===== config.mk =====
export PLATFORM = sky130hd
export DESIGN_NAME = link_receiver
export DESIGN_NICKNAME = d
export VERILOG_FILES = /design/src/rtl/link_pkg.sv /design/src/rtl/link_rx_deser.sv /design/src/rtl/link_receiver.sv
export SDC_FILE = /design/constraint.sdc
export NUM_CORES = 1
export LEC_CHECK = 0
export BUFFER_PORTS_ARGS = -buffer_cell sky130_fd_sc_hd__buf_2
export CAP_MARGIN = 20
export CORE_MARGIN = 1.5
export CORE_UTILIZATION = 45
export CTS_BUF_LIST = sky130_fd_sc_hd__clkbuf_8 sky130_fd_sc_hd__clkbuf_16
export CTS_CLUSTER_DIAMETER = 200
export CTS_CLUSTER_SIZE = 16
export DETAILED_ROUTE_END_ITERATION = 12
export PLACE_DENSITY_LB_ADDON = 0.1
export SLEW_MARGIN = 10
export SYNTH_ARGS = -nofsm -noshare
export SYNTH_HDL_FRONTEND = slang
export SYNTH_SLANG_ARGS = --single-unit
export TNS_END_PERCENT = 1

===== constraint.sdc =====
create_clock -name clk -period 5.4 [get_ports clk]
set_clock_uncertainty 0.2 [all_clocks]
set_input_delay 0.27 -clock clk [delete_from_list [all_inputs] [get_ports clk]]
set_output_delay 0.27 -clock clk [all_outputs]
set_load 0.1 [all_outputs]

===== src/rtl/link_pkg.sv =====
// Shared definitions for the minisystem serial link: sync/tag constants,
// receiver state encoding and block classification.
package link_pkg;

    typedef enum logic [1:0] {
        IDLE,
        HUNT,
        SYNC1,
        LOCKED
    } link_rx_state_t;

    typedef enum logic [1:0] {
        BLK_PAYLOAD,
        BLK_FILL,
        BLK_BAD
    } link_blk_kind_t;

    localparam logic [31:0] LINK_SYNC_WORD0   = 32'h5555_5555;
    localparam logic [31:0] LINK_SYNC_WORD1   = 32'h5555_5554;
    localparam logic [7:0]  LINK_DATA_TAG     = 8'hA5;
    localparam int unsigned LINK_BLOCK_BITS   = 32;
    localparam int unsigned LINK_PAYLOAD_BITS = 24;
    localparam int unsigned LINK_CNT_BITS     = $clog2(LINK_BLOCK_BITS);

    // The payload tag is tested before the sync words, so a tagged block always wins.
    function automatic link_blk_kind_t link_classify(
        input logic [LINK_BLOCK_BITS-1:0] word,
        input logic [LINK_BLOCK_BITS-1:0] sync0,
        input logic [LINK_BLOCK_BITS-1:0] sync1,
        input logic [7:0]                 tag
    );
        link_blk_kind_t kind;
        if (word[7:0] == tag)
            kind = BLK_PAYLOAD;
        else if ((word == sync0) || (word == sync1))
            kind = BLK_FILL;
        else
            kind = BLK_BAD;
        return kind;
    endfunction

endpackage


===== src/rtl/link_rx_deser.sv =====
// Serial-to-parallel front end: MSB-first shift register plus block bit counter.
// The presented word already includes the bit currently on data_in.
module link_rx_deser
    import link_pkg::*;
(
    input  logic                       clk,
    input  logic                       res,
    input  logic                       data_in,
    input  logic                       cnt_clr,
    output logic [LINK_BLOCK_BITS-1:0] word,
    output logic                       block_done
);

    localparam logic [LINK_CNT_BITS-1:0] CNT_LAST = LINK_CNT_BITS'(LINK_BLOCK_BITS - 1);

    logic [LINK_BLOCK_BITS-1:0] r_shift;
    logic [LINK_CNT_BITS-1:0]   r_cnt;

    always_ff @(posedge clk or posedge res) begin
        if (res) begin
            r_shift <= '0;
            r_cnt   <= '0;
        end else begin
            r_shift <= {r_shift[LINK_BLOCK_BITS-2:0], data_in};
            if (cnt_clr)
                r_cnt <= '0;
            else
                r_cnt <= r_cnt + 1'b1;
        end
    end

    assign word       = {r_shift[LINK_BLOCK_BITS-2:0], data_in};
    assign block_done = (r_cnt == CNT_LAST);

endmodule


===== src/rtl/link_receiver.sv =====
// Receive end of the minisystem link: sync acquisition, block classification,
// single-entry payload holding register with overflow and error accounting.
module link_receiver
    import link_pkg::*;
#(
    parameter logic [31:0] SYNC_WORD0 = LINK_SYNC_WORD0,
    parameter logic [31:0] SYNC_WORD1 = LINK_SYNC_WORD1,
    parameter logic [7:0]  DATA_TAG   = LINK_DATA_TAG,
    parameter int unsigned ERR_MAX    = 3
) (
    input  logic                         clk,
    input  logic                         res,
    input  logic                         cable_connected,
    input  logic                         data_in,
    output logic [LINK_PAYLOAD_BITS-1:0] rx_data,
    output logic                         rx_data_valid,
    input  logic                         rx_data_ready,
    output logic                         link_up,
    output logic                         rx_overflow,
    output logic [7:0]                   rx_err_count
);

    localparam logic [3:0] ERR_LIMIT = 4'(ERR_MAX);

    link_rx_state_t               r_state;
    logic [LINK_PAYLOAD_BITS-1:0] r_data;
    logic                         r_valid;
    logic                         r_link_up;
    logic                         r_overflow;
    logic [7:0]                   r_err_count;
    logic [3:0]                   r_consec;

    logic [LINK_BLOCK_BITS-1:0]   w_word;
    logic                         w_block_done;
    logic                         w_cnt_clr;
    link_blk_kind_t               w_kind;

    // Block alignment is taken from wherever SYNC_WORD0 is found during the search.
    assign w_cnt_clr = cable_connected && (r_state == HUNT) && (w_word == SYNC_WORD0);
    assign w_kind    = link_classify(w_word, SYNC_WORD0, SYNC_WORD1, DATA_TAG);

    link_rx_deser u_deser (
        .clk        (clk),
        .res        (res),
        .data_in    (data_in),
        .cnt_clr    (w_cnt_clr),
        .word       (w_word),
        .block_done (w_block_done)
    );

    always_ff @(posedge clk or posedge res) begin
        if (res) begin
            r_state     <= IDLE;
            r_data      <= '0;
            r_valid     <= 1'b0;
            r_link_up   <= 1'b0;
            r_overflow  <= 1'b0;
            r_err_count <= '0;
            r_consec    <= '0;
        end else if (!cable_connected) begin
            r_state   <= IDLE;
            r_valid   <= 1'b0;
            r_link_up <= 1'b0;
            r_consec  <= '0;
        end else begin
            if (r_valid && rx_data_ready)
                r_valid <= 1'b0;

            case (r_state)
                IDLE: r_state <= HUNT;

                HUNT: begin
                    if (w_word == SYNC_WORD0)
                        r_state <= SYNC1;
                end

                SYNC1: begin
                    if (w_block_done) begin
                        if (w_word == SYNC_WORD1) begin
                            r_state   <= LOCKED;
                            r_link_up <= 1'b1;
                            r_consec  <= '0;
                        end else if (w_word != SYNC_WORD0) begin
                            r_state <= HUNT;
                        end
                    end
                end

                LOCKED: begin
                    if (w_block_done) begin
                        case (w_kind)
                            BLK_PAYLOAD: begin
                                r_consec <= '0;
                                // A same-edge accept frees the slot for the new payload.
                                if (!r_valid || rx_data_ready) begin
                                    r_data  <= w_word[LINK_BLOCK_BITS-1 -: LINK_PAYLOAD_BITS];
                                    r_valid <= 1'b1;
                                end else begin
                                    r_overflow <= 1'b1;
                                end
                            end
                            BLK_FILL: r_consec <= '0;
                            default: begin
                                if (r_err_count != 8'hFF)
                                    r_err_count <= r_err_count + 8'd1;
                                if ((r_consec + 4'd1) >= ERR_LIMIT) begin
                                    r_state   <= HUNT;
                                    r_link_up <= 1'b0;
                                    r_consec  <= '0;
                                end else begin
                                    r_consec <= r_consec + 4'd1;
                                end
                            end
                        endcase
                    end
                end

                default: r_state <= IDLE;
            endcase
        end
    end

    assign rx_data       = r_data;
    assign rx_data_valid = r_valid;
    assign link_up       = r_link_up;
    assign rx_overflow   = r_overflow;
    assign rx_err_count  = r_err_count;

endmodule


# == Word level (Yosys, flattened, before mapping) ==
# Cells that the tools add are included.
# op_classes
addsub,3
order_cmp,1
eq_ne,18
n_mux,32
bitwise,2
reduce_logical,15
# op_table
cell,n
32-bit by 31-bit == test with 1-bit output (second input constant),2
32-bit by 31-bit != test with 1-bit output (second input constant),1
4-bit two-way mux,6
2-bit two-way mux,10
5-bit AND reduction,3
1-bit two-way mux,12
6-bit AND reduction,2
3-bit by 2-bit != test with 1-bit output (second input constant),3
3-bit != test (second input constant),3
8-bit by 1-bit adder with 8-bit output (second input constant),1
8-bit == test (second input constant),1
8-bit != test (second input constant),1
2-bit case mux with 4 select lines,1
4-bit case mux with 2 select lines,1
5-bit by 1-bit adder with 5-bit output (second input constant),1
5-bit == test (second input constant),1
5-bit two-way mux,1
4-bit by 1-bit adder with 4-bit output (second input constant),1
2-bit by 1-bit == test with 1-bit output (second input constant),2
2-bit == test (second input constant),2
4-bit by 2-bit greater-or-equal comparator with 1-bit output (second input constant),1
2-bit logical NOT,2
4-bit != test (second input constant),1
4-bit AND reduction,1
7 further kinds,11
# totals
regBits,77
in_bits,5
output_inout_bits,35
word_cells,80

# == Logic depth before layout (Yosys ltp) ==
# depth
word_depth,10
depth_mapped,9
mapped_depth_nobuf,8

# == By module ==
# From an unflattened synthesis, not the netlist that was laid out.
# hier_totals
hier_cells,215
hier_area_um2,3012.9
# by_module_without_submodules
mod,instances,cells_each,area_per_inst_um2,seq_area_each_um2
link_receiver,1,165,2009.4,1026.0
link_rx_deser,1,50,1003.5,900.9

# == Worst setup path before layout ==
# No wires, ideal clock.
# synth_timing
path_kind,reg2reg
startpoint,"reg r_err_count[0], in the netlist rx_err_count[0]"
endpoint,"reg r_err_count[1], in the netlist rx_err_count[1]"
setup_time_ns,0.126
t_arrival_ns,2.266
t_required_ns,5.074
path_slack_ns,2.807
path_stages_with_launch,8
n_path_buf,1
synth_period_minus_slack_ns,2.593
cell_sequence,dfrtp_1 > ha_1 > and3_1 > and3_1 > a31oi_1 > and3_4 > buf_6 > mux2_4
# synth_via
elab_chain_cells,2
word_cells_on_any_way,3
cone_classes,1 x add/sub; 1 x eq/ne; 1 x reduce/logical
# synth_lines
element,line_no,text
from (decl),link_receiver.sv:30,logic [7:0] r_err_count;
from (signal assigned),link_receiver.sv:105,r_err_count <= r_err_count + 8'd1;
branches (longest 2 deep; another with 8-bit by 1-bit adder with 8-bit output),--,
# Several ways; the timed one is not identified.
# A chain may end at the register's enable or synchronous reset.

# == Final worst setup path ==
# layout_timing
startpoint,reg u_deser.r_shift[6]
endpoint,"reg r_link_up, in the netlist link_up"
# layout_via
elab_chain_cells,8
word_cells_on_any_way,12
cone_classes,6 x eq/ne; 2 x mux; 4 x reduce/logical
# layout_lines
element,line_no,text
from (decl),link_rx_deser.sv:16,logic [LINK_BLOCK_BITS-1:0] r_shift;
from (signal assigned),link_rx_deser.sv:24,"r_shift <= {r_shift[LINK_BLOCK_BITS-2:0], data_in};"
"32-bit by 31-bit == test with 1-bit output, on equally long branches","link_pkg.sv:35, link_receiver.sv:79",
1-bit logical OR,link_pkg.sv:35,else if ((word == sync0) || (word == sync1))
2-bit two-way mux,link_pkg.sv:35,
2-bit two-way mux,link_pkg.sv:33,if (word[7:0] == tag)
2-bit by 1-bit == test with 1-bit output / 2-bit logical NOT (equally long branches),link_receiver.sv:91,case (w_kind)
2-bit OR reduction (no line),--,
3-bit != test (no line),--,
6-bit AND reduction (no line) *,--,
to (signal assigned),link_receiver.sv:63,r_link_up <= 1'b0;
to (signal assigned),link_receiver.sv:81,r_link_up <= 1'b1;
to (signal assigned),link_receiver.sv:108,r_link_up <= 1'b0;
to (decl),link_receiver.sv:28,logic r_link_up;
# Every way passes the cells marked *; elsewhere a longest branch is shown, timed or not.

==> results.json <==
{
  "cts.clk_slew.worst_paths_ns": 0.08,
  "finalCritPeriodShare_pct": 48.0,
  "hold_path_depth": 4,
  "status": "finished, final reports clean",
  "finalMaxSlewViolations": 0,
  "placed_cells": 327,
  "place_congestion": 0.757,
  "grt_pass1_vias": 1757,
  "numCtsBuffers": 9,
  "met2_usage_pct": 22.9,
  "fin_util_pct": 54.7,
  "layout_common_cells": "77 x dfrtp_1, 39 x buf_2, 24 x mux2_2",
  "setup_ws_ns": 2.81,
  "fp-row-count": 29,
  "fin_nets": 277,
  "cts_buffer_depth": 2,
  "remaining_drc_errors": 0,
  "grt_start_max_net_pins": 62,
  "num-fill-cells": 564,
  "drt-total-wl_um": 5010,
  "max_slew.worst_pin.slew_ns": 0.742,
  "whs_ns": 0.0177,
  "avgSynthCellArea_um2": 14.0,
  "syn-num-nets": 227,
  "viasPerCell": 5.06,
  "synth_seq_cells": 77,
  "cp.arrival_ns": 2.62,
  "cts_sinks": 77,
  "setup_viol": 0,
  "portBuffers": 39,
  "grt_usage_pct": 15.6,
  "end_kind": "flop",
  "total_power_mw": 1.15,
  "yosys.area.top_type": "dfrtp_1",
  "cp.required_ns": 5.43,
  "design_area_um2": 3490,
  "critical_path_class": "flop to flop",
  "grt_overflow": 0,
  "slew_headroom_pct": 50.6,
  "synth_area_leaders": "dfrtp_1 65%, mux2_2 9.1%, ha_1 3.8%, xnor2_1 2.1%, and3_1 1.5%",
  "power_density_nw_per_um2": 329,
  "reg2reg_depth": 6,
  "path_cells": "or4b_1, or4_4, nor4_2, o21ai_1, o21ai_0, a21boi_0",
  "hpwl_um": 3470,
  "dpl_cell_area_um2": 3270,
  "final-seq-area_um2": 1930,
  "cts_max_level": 3,
  "hold_viol_final": 0,
  "yosys_warnings": 0,
  "p_leak_nw": 1.74,
  "multi_input_area_um2": 1010,
  "vias": 1746,
  "ir_worst_vdd_mv": 0.192,
  "synth_flop_cell": "dfrtp_1",
  "grt_pass1_wl_um": 8580,
  "drt_iter0_drc": 105,
  "die-height_um": 84.5,
  "setup_tns_ns": 0,
  "io_pins": 40,
  "cts_tree": "yes",
  "use_met3_pct": 3.83,
  "period_minus_slack_ns": 2.59,
  "slowest_stage": "or4_4",
  "synthArstFlopShare_pct": 100,
  "synth_edf_count": 0,
  "floorplan.initialDensity_pct": 46.7,
  "synthDominantCellAreaShare_pct": 64.5,
  "synthToLayoutAreaGrowth_pct": 17.0,
  "fmax_mhz": 386,
  "root_buffer": "clkbuf_8",
  "dpl_worst_slack_ns": 2.79,
  "first_pass_iters": 6,
  "use_met1_pct": 22.0,
  "critPathLaunchType": "flop",
  "postRouteAntennaNets": 0,
  "die_w_um": 84.5,
  "ys_types": 42,
  "core_um2": 6390,
  "drive_above_1_share_pct": 33.6,
  "yosysSeqAreaShare_pct": 64.5,
  "die_area_um2": 7130,
  "clk_latency_ns": 0.35,
  "wl_per_cell_um": 14.5,
  "synthCells": 213,
  "antenna_found_initial": 0,
  "syn_area_um2": 2990,
  "rsz0062_at_grt": "false",
  "min_path_type": "primary input to flop",
  "crit_fanout": 5,
  "diodes": 0,
  "instances_no_fill": 345,
  "grt_busiest_layer": "met2",
  "maxCapViolCount": 0,
  "layout_commonest_cell": "dfrtp_1",
  "max_stage_delay_ns": 0.53
}
==> layer usage <==
| layer | part of all wire [%] | routed length [µm] |
|---|---|---|
| met1 | 51 | 2550 |
| met2 | 44 | 2200 |
| met3 | 3.3 | 165 |
| met4 | 1.7 | 83 |
| met5 | 0 | 0 |
==> what timing repair did <==
item	CTS	global route
gates resized for setup	0	0
hold buffers	2	0
setup buffers	0	0
hold endpoints to repair	17	0
==> worst paths after layout <==
path                               startpoint                 end  slack, ns
max                        u_deser.r_shift[6]             link_up       2.81
min                             rx_data_ready       rx_data_valid       0.02
max reg2reg                u_deser.r_shift[6]             link_up       2.81
min reg2reg                u_deser.r_shift[1]  u_deser.r_shift[2]       0.17
max in group asynchronous                 res         rx_overflow       3.69
min in group asynchronous                 res    u_deser.r_cnt[0]       0.24
==> cells by family (layout without fill, tap and decap cells) <==
| group | after synthesis | after routing | synth area share (%) |
|---|---|---|---|
| AOI/OAI and AO/OA | 14 | 14 | 3.23 |
| muxes | 28 | 28 | 10.6 |
| buffers and inverters | 12 | 67 | 1.84 |
| DFF | 77 | 77 | 64.5 |
| and+or+nand+nor | 64 | 64 | 13.4 |
| adders and majority gates | 9 | 9 | 3.77 |
| xor gates and xnor gates | 9 | 9 | 2.64 |
==> worst max-delay path, delay by kind of cell, from the launching register on <==
family | cells | cell delay [ns]
DFF | 1 | 0.39
and+or+nand+nor | 3 | 1.38
AOI/OAI and AO/OA | 3 | 0.51
==> registers in the layout, summed over array words and instances, names as in the netlist <==
name / count
rx_overflow: 1
r_state: 2
rx_err_count: 8
link_up: 1
rx_data_valid: 1
u_deser.r_shift: 31
u_deser.r_cnt: 5
rx_data: 24
r_consec: 4
==> layout make-up <==
class / instances / share of cell area, %
inverter: 8 / 0.860
timing repair buffer: 43 / 6.59
clock inverter: 7 / 2.29
clock buffer: 9 / 3.55
multi-input combinational: 124 / 28.8
tap: 77 / 2.76
sequential: 77 / 55.2
==> synthesized netlist by cell type (3+ instances only) <==
master and n:
and3_1 7, dfrtp_1 77, ha_1 9, inv_1 8, mux2_2 24, mux2i_1 3
nand2_1 7, nand2b_1 3, nand3_1 7, nand4b_1 3, nor2_1 11, nor2b_1 6
nor4bb_1 4, xnor2_1 7
==> where the power goes <==
group | total, mW | leakage (nW) | switching [mW] | internal (mW)
clock network | 0.442 | 0.102 | 0.222 | 0.220
logic | 0.0919 | 0.660 | 0.0581 | 0.0339
registers | 0.614 | 0.982 | 0.0180 | 0.596
total | 1.15 | 1.74 | 0.299 | 0.849
(Power assumes the default switching activity.)
